**config.mk**
```make
export PLATFORM = sky130hd
export DESIGN_NAME = double_to_float
export DESIGN_NICKNAME = d
export VERILOG_FILES = /design/src/rtl/double_to_float.sv
export SDC_FILE = /design/constraint.sdc
export NUM_CORES = 1
export LEC_CHECK = 0
export CAP_MARGIN = 20
export CORE_UTILIZATION = 46
export DETAILED_ROUTE_END_ITERATION = 12
export PLACE_DENSITY = 0.69
export SYNTH_ARGS = -nofsm -noshare
export SYNTH_HDL_FRONTEND = slang
export SYNTH_SLANG_ARGS = --single-unit
```
**constraint.sdc**
```tcl
create_clock -name clock -period 4.8 [get_ports clock]
set_clock_uncertainty 0.1 [all_clocks]
set_input_delay 0.72 -clock clock [delete_from_list [all_inputs] [get_ports clock]]
set_output_delay 0.72 -clock clock [all_outputs]
set_load 0.1 [all_outputs]
```
**src/rtl/double_to_float.sv**
```systemverilog
// IEEE-754 binary64 -> binary32 narrowing converter with strobe/ack handshakes.
// Rounds to nearest-even (or truncates) and produces subnormal results.
module double_to_float #(
  parameter bit ROUND_EN = 1'b1
) (
  input  logic        clock,
  input  logic        reset,
  input  logic [63:0] input_a,
  input  logic        input_a_stb,
  output logic        input_a_ack,
  output logic [31:0] output_result,
  output logic        output_result_stb,
  input  logic        output_result_ack
);

  typedef enum logic [2:0] {
    GET_A,
    UNPACK,
    DENORM,
    ROUND,
    PACK,
    PUT_Z
  } state_t;

  state_t             state;
  logic [63:0]        a;
  logic               sign;
  logic signed [11:0] ee;
  logic [23:0]        mant;
  logic               guard;
  logic               round_bit;
  logic               sticky;

  logic [10:0]        a_exp;
  logic               a_frac_zero;
  logic signed [11:0] unpack_ee;
  logic               round_up;
  logic [24:0]        round_sum;
  logic [7:0]         pack_exp;

  // The biased exponent only needs its low byte: ee is at most 127 here.
  always_comb begin
    a_exp       = a[62:52];
    a_frac_zero = (a[51:0] == 52'd0);
    unpack_ee   = $signed({1'b0, a_exp}) - 12'sd1023;
    round_up    = ROUND_EN && guard && (round_bit || sticky || mant[0]);
    round_sum   = {1'b0, mant} + 25'd1;
    pack_exp    = mant[23] ? (ee[7:0] + 8'd127) : 8'd0;
  end

  always_ff @(posedge clock or posedge reset) begin
    if (reset) begin
      state             <= GET_A;
      input_a_ack       <= 1'b0;
      output_result     <= 32'd0;
      output_result_stb <= 1'b0;
      a                 <= 64'd0;
      sign              <= 1'b0;
      ee                <= 12'sd0;
      mant              <= 24'd0;
      guard             <= 1'b0;
      round_bit         <= 1'b0;
      sticky            <= 1'b0;
    end else begin
      case (state)
        GET_A: begin
          if (!input_a_ack) begin
            input_a_ack <= 1'b1;
          end else if (input_a_stb) begin
            a           <= input_a;
            input_a_ack <= 1'b0;
            state       <= UNPACK;
          end
        end

        // Specials, zeros and out-of-range magnitudes finish here in one step.
        UNPACK: begin
          sign <= a[63];
          if (a_exp == 11'h7FF) begin
            output_result     <= a_frac_zero ? {a[63], 8'hFF, 23'd0}
                                             : {a[63], 8'hFF, 1'b1, a[50:29]};
            output_result_stb <= 1'b1;
            state             <= PUT_Z;
          end else if (a_exp == 11'd0) begin
            output_result     <= {a[63], 31'd0};
            output_result_stb <= 1'b1;
            state             <= PUT_Z;
          end else if (unpack_ee > 12'sd127) begin
            output_result     <= {a[63], 8'hFF, 23'd0};
            output_result_stb <= 1'b1;
            state             <= PUT_Z;
          end else if (unpack_ee < -12'sd150) begin
            output_result     <= {a[63], 31'd0};
            output_result_stb <= 1'b1;
            state             <= PUT_Z;
          end else begin
            ee        <= unpack_ee;
            mant      <= {1'b1, a[51:29]};
            guard     <= a[28];
            round_bit <= a[27];
            sticky    <= |a[26:0];
            if (unpack_ee < -12'sd126) begin
              state <= DENORM;
            end else begin
              state <= ROUND;
            end
          end
        end

        DENORM: begin
          mant      <= mant >> 1;
          guard     <= mant[0];
          round_bit <= guard;
          sticky    <= sticky | round_bit;
          ee        <= ee + 12'sd1;
          if (ee == -12'sd127) begin
            state <= ROUND;
          end
        end

        // A carry out of the 24-bit significand renormalises to 1.0 x 2^(ee+1).
        ROUND: begin
          if (round_up) begin
            if (round_sum[24]) begin
              mant <= 24'h800000;
              ee   <= ee + 12'sd1;
            end else begin
              mant <= round_sum[23:0];
            end
          end
          state <= PACK;
        end

        PACK: begin
          if (ee > 12'sd127) begin
            output_result <= {sign, 8'hFF, 23'd0};
          end else begin
            output_result <= {sign, pack_exp, mant[22:0]};
          end
          output_result_stb <= 1'b1;
          state             <= PUT_Z;
        end

        PUT_Z: begin
          if (output_result_ack) begin
            output_result_stb <= 1'b0;
            state             <= GET_A;
          end
        end

        default: begin
          state <= GET_A;
        end
      endcase
    end
  end

endmodule

```
After elaboration in Yosys (flattened, before gate mapping):

Cells that the tools add are included.

* register bits: 141
* input port bits: 68
* output and inout port bits: 34
* logic and storage cells: 111

* mux-type cells: 55
* equality and inequality tests: 18
* $lt $le $gt $ge: 4
* $add $sub $neg: 4
* reduce and logical (&&, ||, !) cells: 18
* bitwise gates (word level): 1

Operators with widths (count)
* 2-to-1 mux 24 bit: 6
* 2-to-1 mux 32 bit: 4
* 2-to-1 mux 12 bit: 6
* case mux 24 bit (3 select lines): 1
* case mux 32 bit (2 select lines): 1
* zero test 52 bit: 1
* case mux 12 bit (3 select lines): 1
* 2-to-1 mux 31 bit: 1
* OR reduction 27 bit: 1
* adder 24 x 1 -> 25 bit (second input constant): 1
* > comparator 12 x 8 -> 1 bit (second input constant): 2
* 2-to-1 mux 3 bit: 8
* 2-to-1 mux 23 bit: 1
* 2-to-1 mux 1 bit: 20
* inequality test 2 bit (second input constant): 10
* case mux 3 bit (6 select lines): 1
* adder 12 x 2 -> 12 bit (second input constant): 1
* equality test 12 x 8 -> 1 bit (second input constant): 1
* less-than comparator 12 x 8 -> 1 bit (second input constant): 1
* less-than comparator 12 x 9 -> 1 bit (second input constant): 1
* subtractor 11 x 10 -> 12 bit (second input constant): 1
* equality test 11 bit (second input constant): 1
* zero test 11 bit: 1
* adder 8 x 7 -> 8 bit (second input constant): 1
* 19 further kinds: 27

Depth between registers and ports, before layout:

Gate-level depths: netlist of run 1.

* word-level depth: 8
* mapped depth: 10
* gate-level depth less buffers: 9

Least setup slack after synthesis of run 1:

No wires, ideal clock.

* path kind: reg-to-reg
* from: register a[52]
* to: register mant[0]
* data arrival time: 2.405 ns
* cell stages (with the launch flop): 10
* data required time: 4.575 ns
* slack: 2.171 ns
* buffers on the path: 1
* period minus slack after synthesis: 2.629 ns
* library setup time: 0.125 ns
* cells stage by stage: dfrtp_1 ha_1 and3b_1 or4b_1 o211ai_2 a211o_2 nand3_2 o21ai_4 buf_4 mux2_2

* longest elaborated chain between the ends: 4
* elaborated cells between the ends (all ways): 10

Ends and longest elaborated chain
* start, declared: RTL line 26 `logic [63:0] a;`
* start signal, assigned: RTL line 70 `a <= input_a;`
* subtractor 11 x 10 -> 12 bit: RTL line 45 `unpack_ee = $signed({1'b0, a_exp}) - 12'sd1023;`
* less-than comparator 12 x 9 -> 1 bit or > comparator 12 x 8 -> 1 bit (tied branches): RTL line 92, 88
* inequality test 2 bit (no source line)
* AND reduction 6 bit (no source line) *
* end signal, assigned: RTL line 98 `mant <= {1'b1, a[51:29]};`
* end signal, assigned: RTL line 111 `mant <= mant >> 1;`
* end signal, assigned: RTL line 128 `mant <= round_sum[23:0];`
* end, declared: RTL line 29 `logic [23:0] mant;`

Mark *: on every way between the ends. The rest lies on a longest branch, timed or not.
A chain may end at the register's enable or synchronous reset.

Worst setup path in the final report of run 1:

* from: register a[52]
* to: register mant[13]

Same word-level chain as after synthesis.

==> results of run 1 <==
synth_stat cells, types with 3 or more instances:
| cell | number |
|---|---|
| a31oi_1 | 9 |
| inv_1 | 18 |
| a221o_1 | 24 |
| nand4_1 | 18 |
| o21ai_0 | 37 |
| a22o_1 | 24 |
| mux2i_1 | 7 |
| xor2_1 | 13 |
| or3_1 | 3 |
| o22ai_1 | 3 |
| and4_1 | 7 |
| o31ai_1 | 7 |
| xnor2_1 | 18 |
| buf_4 | 5 |
| nor3_1 | 11 |
| mux2_2 | 77 |
| buf_2 | 12 |
| nand3_1 | 19 |
| nor4_1 | 16 |
| clkbuf_1 | 48 |
| nand2_1 | 45 |
| ha_1 | 6 |
| nor2_1 | 78 |
| a21oi_1 | 41 |
| and3_1 | 19 |
| a22oi_1 | 31 |
| a211o_1 | 10 |
| and2_1 | 6 |
| a221oi_1 | 4 |
| dfrtp_1 | 141 |
| a211oi_1 | 5 |
power breakdown:
group	internal (W)	total, W	switching, W	leakage [nW]
Clock	0.000847	0.00138	0.000533	0.300
Sequential	0.00174	0.00252	0.000777	1.77
Combinational	0.00123	0.00329	0.00206	1.96
sequential cells by signal (all words and copies together), names as in the netlist, 3 cells and up:
signal         flops
ee                12
mant              24
a                 64
state              3
output_result     32
cells in the final DEF, fill, tap and decap left out, types with 4 or more instances in the layout:
master           netlist  layout
a211o_1               10      10
a211oi_1               5       5
a21oi_1               41      41
a221o_1               24      24
a221oi_1               4       4
a22o_1                24      24
a22oi_1               31      31
a31oi_1                9       9
and2_1                 6       6
and3_1                19      19
and4_1                 7       7
buf_4                  5      10
clkbuf_16              0      17
clkdlybuf4s50_1        0     101
dfrtp_1              141     141
ha_1                   6       6
inv_1                 18      17
mux2_2                77      77
mux2i_1                7       7
nand2_1               45      45
nand3_1               19      19
nand4_1               18      18
nor2_1                78      78
nor3_1                11       9
nor4_1                16      15
o21ai_0               37      37
o31ai_1                7       7
xnor2_1               18      18
xor2_1                13      13
worst max-delay path, stage by stage (launching register included):
cell and delay [ns]:
dfrtp_1 0.43, ha_1 0.36, and3b_1 0.29, a41oi_1 0.14
a211oi_1 0.44, or2_4 0.24, nand3_2 0.15, o21ai_4 0.71
mux2_2 0.41
stage by stage:
step | util (%) | cells
2_1_floorplan | - | 806
3_3_place_gp | 54.1 | 1070
3_5_place_dp | 54.1 | 1070
4_1_cts | 57.8 | 1102
5_1_grt | 57.8 | 1102
6_report | 57.8 | 1102
worst min-delay path by stage:
stage                              to  cells after the start         startpoint  slack, ns
floorplan                        sign                      2               sign       0.34
global placement                 sign                      2               sign       0.36
CTS                              sign                      2               sign       0.38
detailed placement               sign                      2               sign       0.37
global route        output_result[30]                      1  output_result[30]       0.40
finish                           sign                      2               sign       0.38
cell type report:
type	count	area, um^2
repair buffers	111	1090
multi-input cells	580	4140
clock inverters	13	164
well taps	220	275
fillers	1503	7100
inverters	18	72.6
flip-flops and latches	141	3530
clock buffers	19	453
logic make-up (layout without fill, tap and decap cells):
logic type,after synthesis,after routing,share of synthesized area (%)
AO/OA/AOI/OAI,219,219,20.1
XOR/XNOR,31,31,3.39
adder cells (fa/ha/maj),6,6,0.937
buffers and inverters,85,161,4.59
flip-flops,141,141,44.1
multiplexers,84,84,11.7
AND/OR/NAND/NOR,240,240,15.2
layer usage:
layer  share of wire, %  routed length (um)
met1                 45                9370
met2                 47                9870
met3                5.4                1130
met4                2.2                 468
met5                  0                   0
==> results.ini, run 1 <==
[placement]
dp_hpwl_mm = 13.8
post-place-ws_ns = 1.44
gp_congestion = 0.849
portBuffers = 101
placed_cell_area_um2 = 9100

[critical_path]
setup.worst_path.class = flop to flop
reg2reg_slack_ns = 1.40
crit_arrival_ns = 3.60
crit_start = a[52]
cp-end-kind = flop
r2r-end = mant[13]
endpoint = mant[13]
critPathMaxFanout = 23
required_ns = 5.01
rr_startpoint = a[52]
startpoint_type = flop
reg2reg_depth = 8

[clock_tree]
cts.clk_slew.worst_paths_ns = 0.06
htreeDepth = 4
cts_resized = 0
cts.path.max_buffers = 2
clock_latency_ns = 0.43
clockRootBuffer = clkbuf_16
cts.sinks = 141
cts_setup_buffers = 0
cts_tree = built
cts_inserted_buffers = 17
hold_buffers = 0

[job]
maxCapViolCount = 0

[logic_synthesis]
synth.cell_area_um2 = 8010
synth.top_cell.area_share_pct = 44.1
synthArstFlopShare_pct = 100
avgSynthCellArea_um2 = 9.94
ys_warn_count = 0
ys.flop_type = dfrtp_1
synth_largest_area_cell = dfrtp_1
seq_area_frac_synth_pct = 44.1
syn_inst = 806
syn_nets = 880
synthTopCellsByArea = dfrtp_1, mux2_2, nor2_1
ys_ff_latch = 141
synth_edf_count = 0
ys_types = 65

[global_routing]
grt_pass1_wl_mm = 34.2
grt.met3_usage_pct = 4.72
grtUsageTotal_pct = 24.5
top_usage_layer = met2
grt_start_max_net_pins = 102
grt_util_met2_pct = 38.4
grt_pass1_vias = 6358
antenna_found_initial = 0
overflow = 0
use_met1_pct = 33.5

[sta]
max_slew_margin_pct = 29.0
worstMarginPinSlew_ns = 1.06
timing.fmax_mhz = 294
rsz0062_at_grt = false
hold_violations = 0
period_needed_ns = 3.40
timing.hold.ws_ns = 0.382
layout_setup_ws_ns = 1.40
setup_tns_ns = 0
fin_crit_sh_pct = 70.8
slew_violations = 0
setup_violations = 0

[route]
num_vias = 6679
first_pass_iters = 5
route.detailed.drc = 0
wirelength_mm = 20.8
viasPerCell = 6.06
drtIter0Drc = 698
antenna_left = 0
wl_per_cell_um = 18.9

[power]
power.total_w = 0.00719
p_per_area_nw_per_um2 = 740
ir_drop_uv = 573
p_leak_nw = 4.02

[die]
core_area_um2 = 16800
initial_core_util_pct = 47.6
dieArea_um2 = 17900
dieHeight_um = 134
num_rows = 47
ios = 102
die_w_um = 134

[final_layout]
drive_gt1_share_pct = 16.0
fin_nets = 943
final_cell_area_um2 = 9720
syn_to_final_growth_pct = 21.3
diodes = 0

[worst_hold_path]
hp-class = flop to flop

[status]
status = finished, final reports clean

(Power assumes the default switching activity.)
==> inputs of run 2 (changes only) <==
--- a/config.mk
+++ b/config.mk
@@ -8,7 +8,7 @@
 export CAP_MARGIN = 20
 export CORE_UTILIZATION = 46
 export DETAILED_ROUTE_END_ITERATION = 12
-export PLACE_DENSITY = 0.69
+export PLACE_DENSITY = 0.66
 export SYNTH_ARGS = -nofsm -noshare
 export SYNTH_HDL_FRONTEND = slang
 export SYNTH_SLANG_ARGS = --single-unit
==> constraint.sdc (replaced) <==
create_clock -name clock -period 3.34 [get_ports clock]
set_clock_uncertainty 0.1 [all_clocks]
set_input_delay 0.501 -clock clock [delete_from_list [all_inputs] [get_ports clock]]
set_output_delay 0.501 -clock clock [all_outputs]
set_load 0.1 [all_outputs]
==> results.ini, run 2 (synthesized netlist as in run 1, its figures left out) <==
[status]
status = finished, final reports clean

[global_routing]
grt_start_max_net_pins = 59  ; -42%
overflow = 0  ; unchanged
grtUsageTotal_pct = 25.9  ; +1.4 points
antenna_found_initial = 0  ; unchanged
grt_pass1_vias = 6829  ; +7.4%
grt_pass1_wl_mm = 36.4  ; +6.5%

[sta]
timing.fmax_mhz = 338  ; +15%
rsz0062_at_grt = false
setup_violations = 0  ; unchanged
max_slew_margin_pct = 39.7  ; +11 points
slew_violations = 0  ; unchanged
period_needed_ns = 2.96  ; -0.435 ns
worstMarginPinSlew_ns = 0.901  ; -0.159 ns
layout_setup_ws_ns = 0.377  ; -1.03 ns
fin_crit_sh_pct = 88.7  ; +18 points
setup_tns_ns = 0  ; unchanged
hold_violations = 0  ; unchanged

[route]
first_pass_iters = 5  ; unchanged
wl_per_cell_um = 19.6  ; +3.8%
num_vias = 6800  ; +1.8%
viasPerCell = 6.09  ; +0.44%
wirelength_mm = 21.9  ; +5.2%
drtIter0Drc = 522  ; -25%
route.detailed.drc = 0  ; unchanged
antenna_left = 0  ; unchanged

[critical_path]
reg2reg_depth = 8  ; unchanged
crit_path_max_incr_delay_ns = 0.60  ; -0.11 ns
setup.worst_path.class = flop to flop
r2r-end = mant[21]
cpMaxStageDelayCell = nor4_1
rr_startpoint = a[52]
startpoint_type = flop
crit_arrival_ns = 3.17  ; -0.43 ns
critPathTopFamily = simple AND/OR/NAND/NOR gates
required_ns = 3.55  ; -1.46 ns
reg2reg_slack_ns = 0.38  ; -1.03 ns
cp-end-kind = flop
critPathMaxFanout = 13  ; -43%
crit_buf_inv = 0  ; unchanged
cp_cell_sequence = ha_1 > and3b_1 > or4b_1 > o211ai_2 > a211oi_1 > nor4_1 > o2bb2ai_1 > a22o_1

[clock_tree]
cts_tree = built
clockRootBuffer = clkbuf_16
cts.path.max_buffers = 2  ; unchanged
cts_resized = 0  ; unchanged
hold_buffers = 0  ; unchanged
clock_latency_ns = 0.42  ; about the same
cts.clk_slew.worst_paths_ns = 0.06  ; about the same
cts.sinks = 141  ; unchanged
cts_inserted_buffers = 17  ; unchanged
htreeDepth = 4  ; unchanged
cts_setup_buffers = 0  ; unchanged

[placement]
dp_hpwl_mm = 15.2  ; +10%
post-place-ws_ns = 0.414  ; -1.02 ns
placed_cell_area_um2 = 9190  ; +0.99%
gp_congestion = 0.872  ; +2.7%
portBuffers = 101  ; unchanged

[final_layout]
fin_nets = 959  ; +1.7%
drive_gt1_share_pct = 21.2  ; +5.2 points
top_register = a
diodes = 0  ; unchanged
top_regs = a x64, output_result x32, mant x24
final_cell_area_um2 = 9820  ; +1.1%
syn_to_final_growth_pct = 22.6
layout_common_cells = dfrtp_1, nor2_1, mux2_2
final_common_cell = dfrtp_1
largest_register_ffs = 64  ; unchanged

[die]
num_rows = 47  ; unchanged
die_w_um = 134  ; unchanged
dieArea_um2 = 17900  ; unchanged
core_area_um2 = 16800  ; unchanged
dieHeight_um = 134  ; unchanged
ios = 102  ; unchanged
initial_core_util_pct = 47.6  ; unchanged

[worst_hold_path]
hp-class = flop to flop
holdPathStages = 2  ; unchanged
holdPathEnd = sign
hp-start = sign

[job]
maxCapViolCount = 0  ; unchanged

[power]
p_per_area_nw_per_um2 = 1060  ; +44%
ir_drop_uv = 656  ; +14%
p_leak_nw = 4.18  ; +4.0%

run 2: cell types whose count changed in the layout (fill, tap and decap cells not counted), moves of 2 or more:
cell / delta
inv_6: -2
clkinv_4: -3
clkdlybuf4s50_1: -34
buf_4: +45
buf_12: +5
run 2: report_power, final:
group          leakage [nW]  internal [W]  switching (W)  total, W
logic                  2.11       0.00178        0.00311   0.00489
clock network         0.308       0.00130       0.000728   0.00203
registers              1.77       0.00251        0.00102   0.00353
total                  4.18       0.00559        0.00486    0.0105
run 2: area by class of cell:
type / count / area, um^2
Clock inverter: 11 / 164
Timing Repair Buffer: 127 / 1180
Inverter: 18 / 71.3
Multi-Input combinational cell: 580 / 4130
Clock buffer: 20 / 467
Tap cell: 220 / 275
Sequential cell: 141 / 3530
Fill cell: 1477 / 7000
run 2: tightest hold or removal path: cells and delay by family (launching register included):
family,cells,cell delay (ns)
flip-flops,1,0.34
AND/OR/NAND/NOR,2,0.11
run 2: worst max path at each step:
stage | slack (ns) | endpoint | start | depth (start not counted)
global placement | 0.50 | mant[6] | a[52] | 9
finish | 0.38 | mant[21] | a[52] | 8
detailed placement | 0.41 | mant[14] | a[52] | 9
global route | 0.22 | mant[21] | a[52] | 8
CTS | 0.40 | mant[14] | a[52] | 9
floorplan | 0.71 | mant[0] | a[52] | 9
run 2: per-stage QoR:
stage	power, W	hold slack [ns]	utilization (%)	std cells
floorplan	0.00710	0.339	-	806
global placement	0.00830	0.353	54.6	1086
detailed placement	0.00844	0.367	54.6	1086
CTS	0.0105	0.378	58.4	1117
global route	0.0111	0.414	58.4	1117
finish	0.0105	0.382	58.4	1117
run 2: layer usage:
metal,up-vias,wire length (um),track usage [%]
met5,-,0,0
met4,0,449,9.60
met3,30,1050,4.16
met2,215,10900,43.0
met1,3374,9510,34.0
li1,3181,-,-
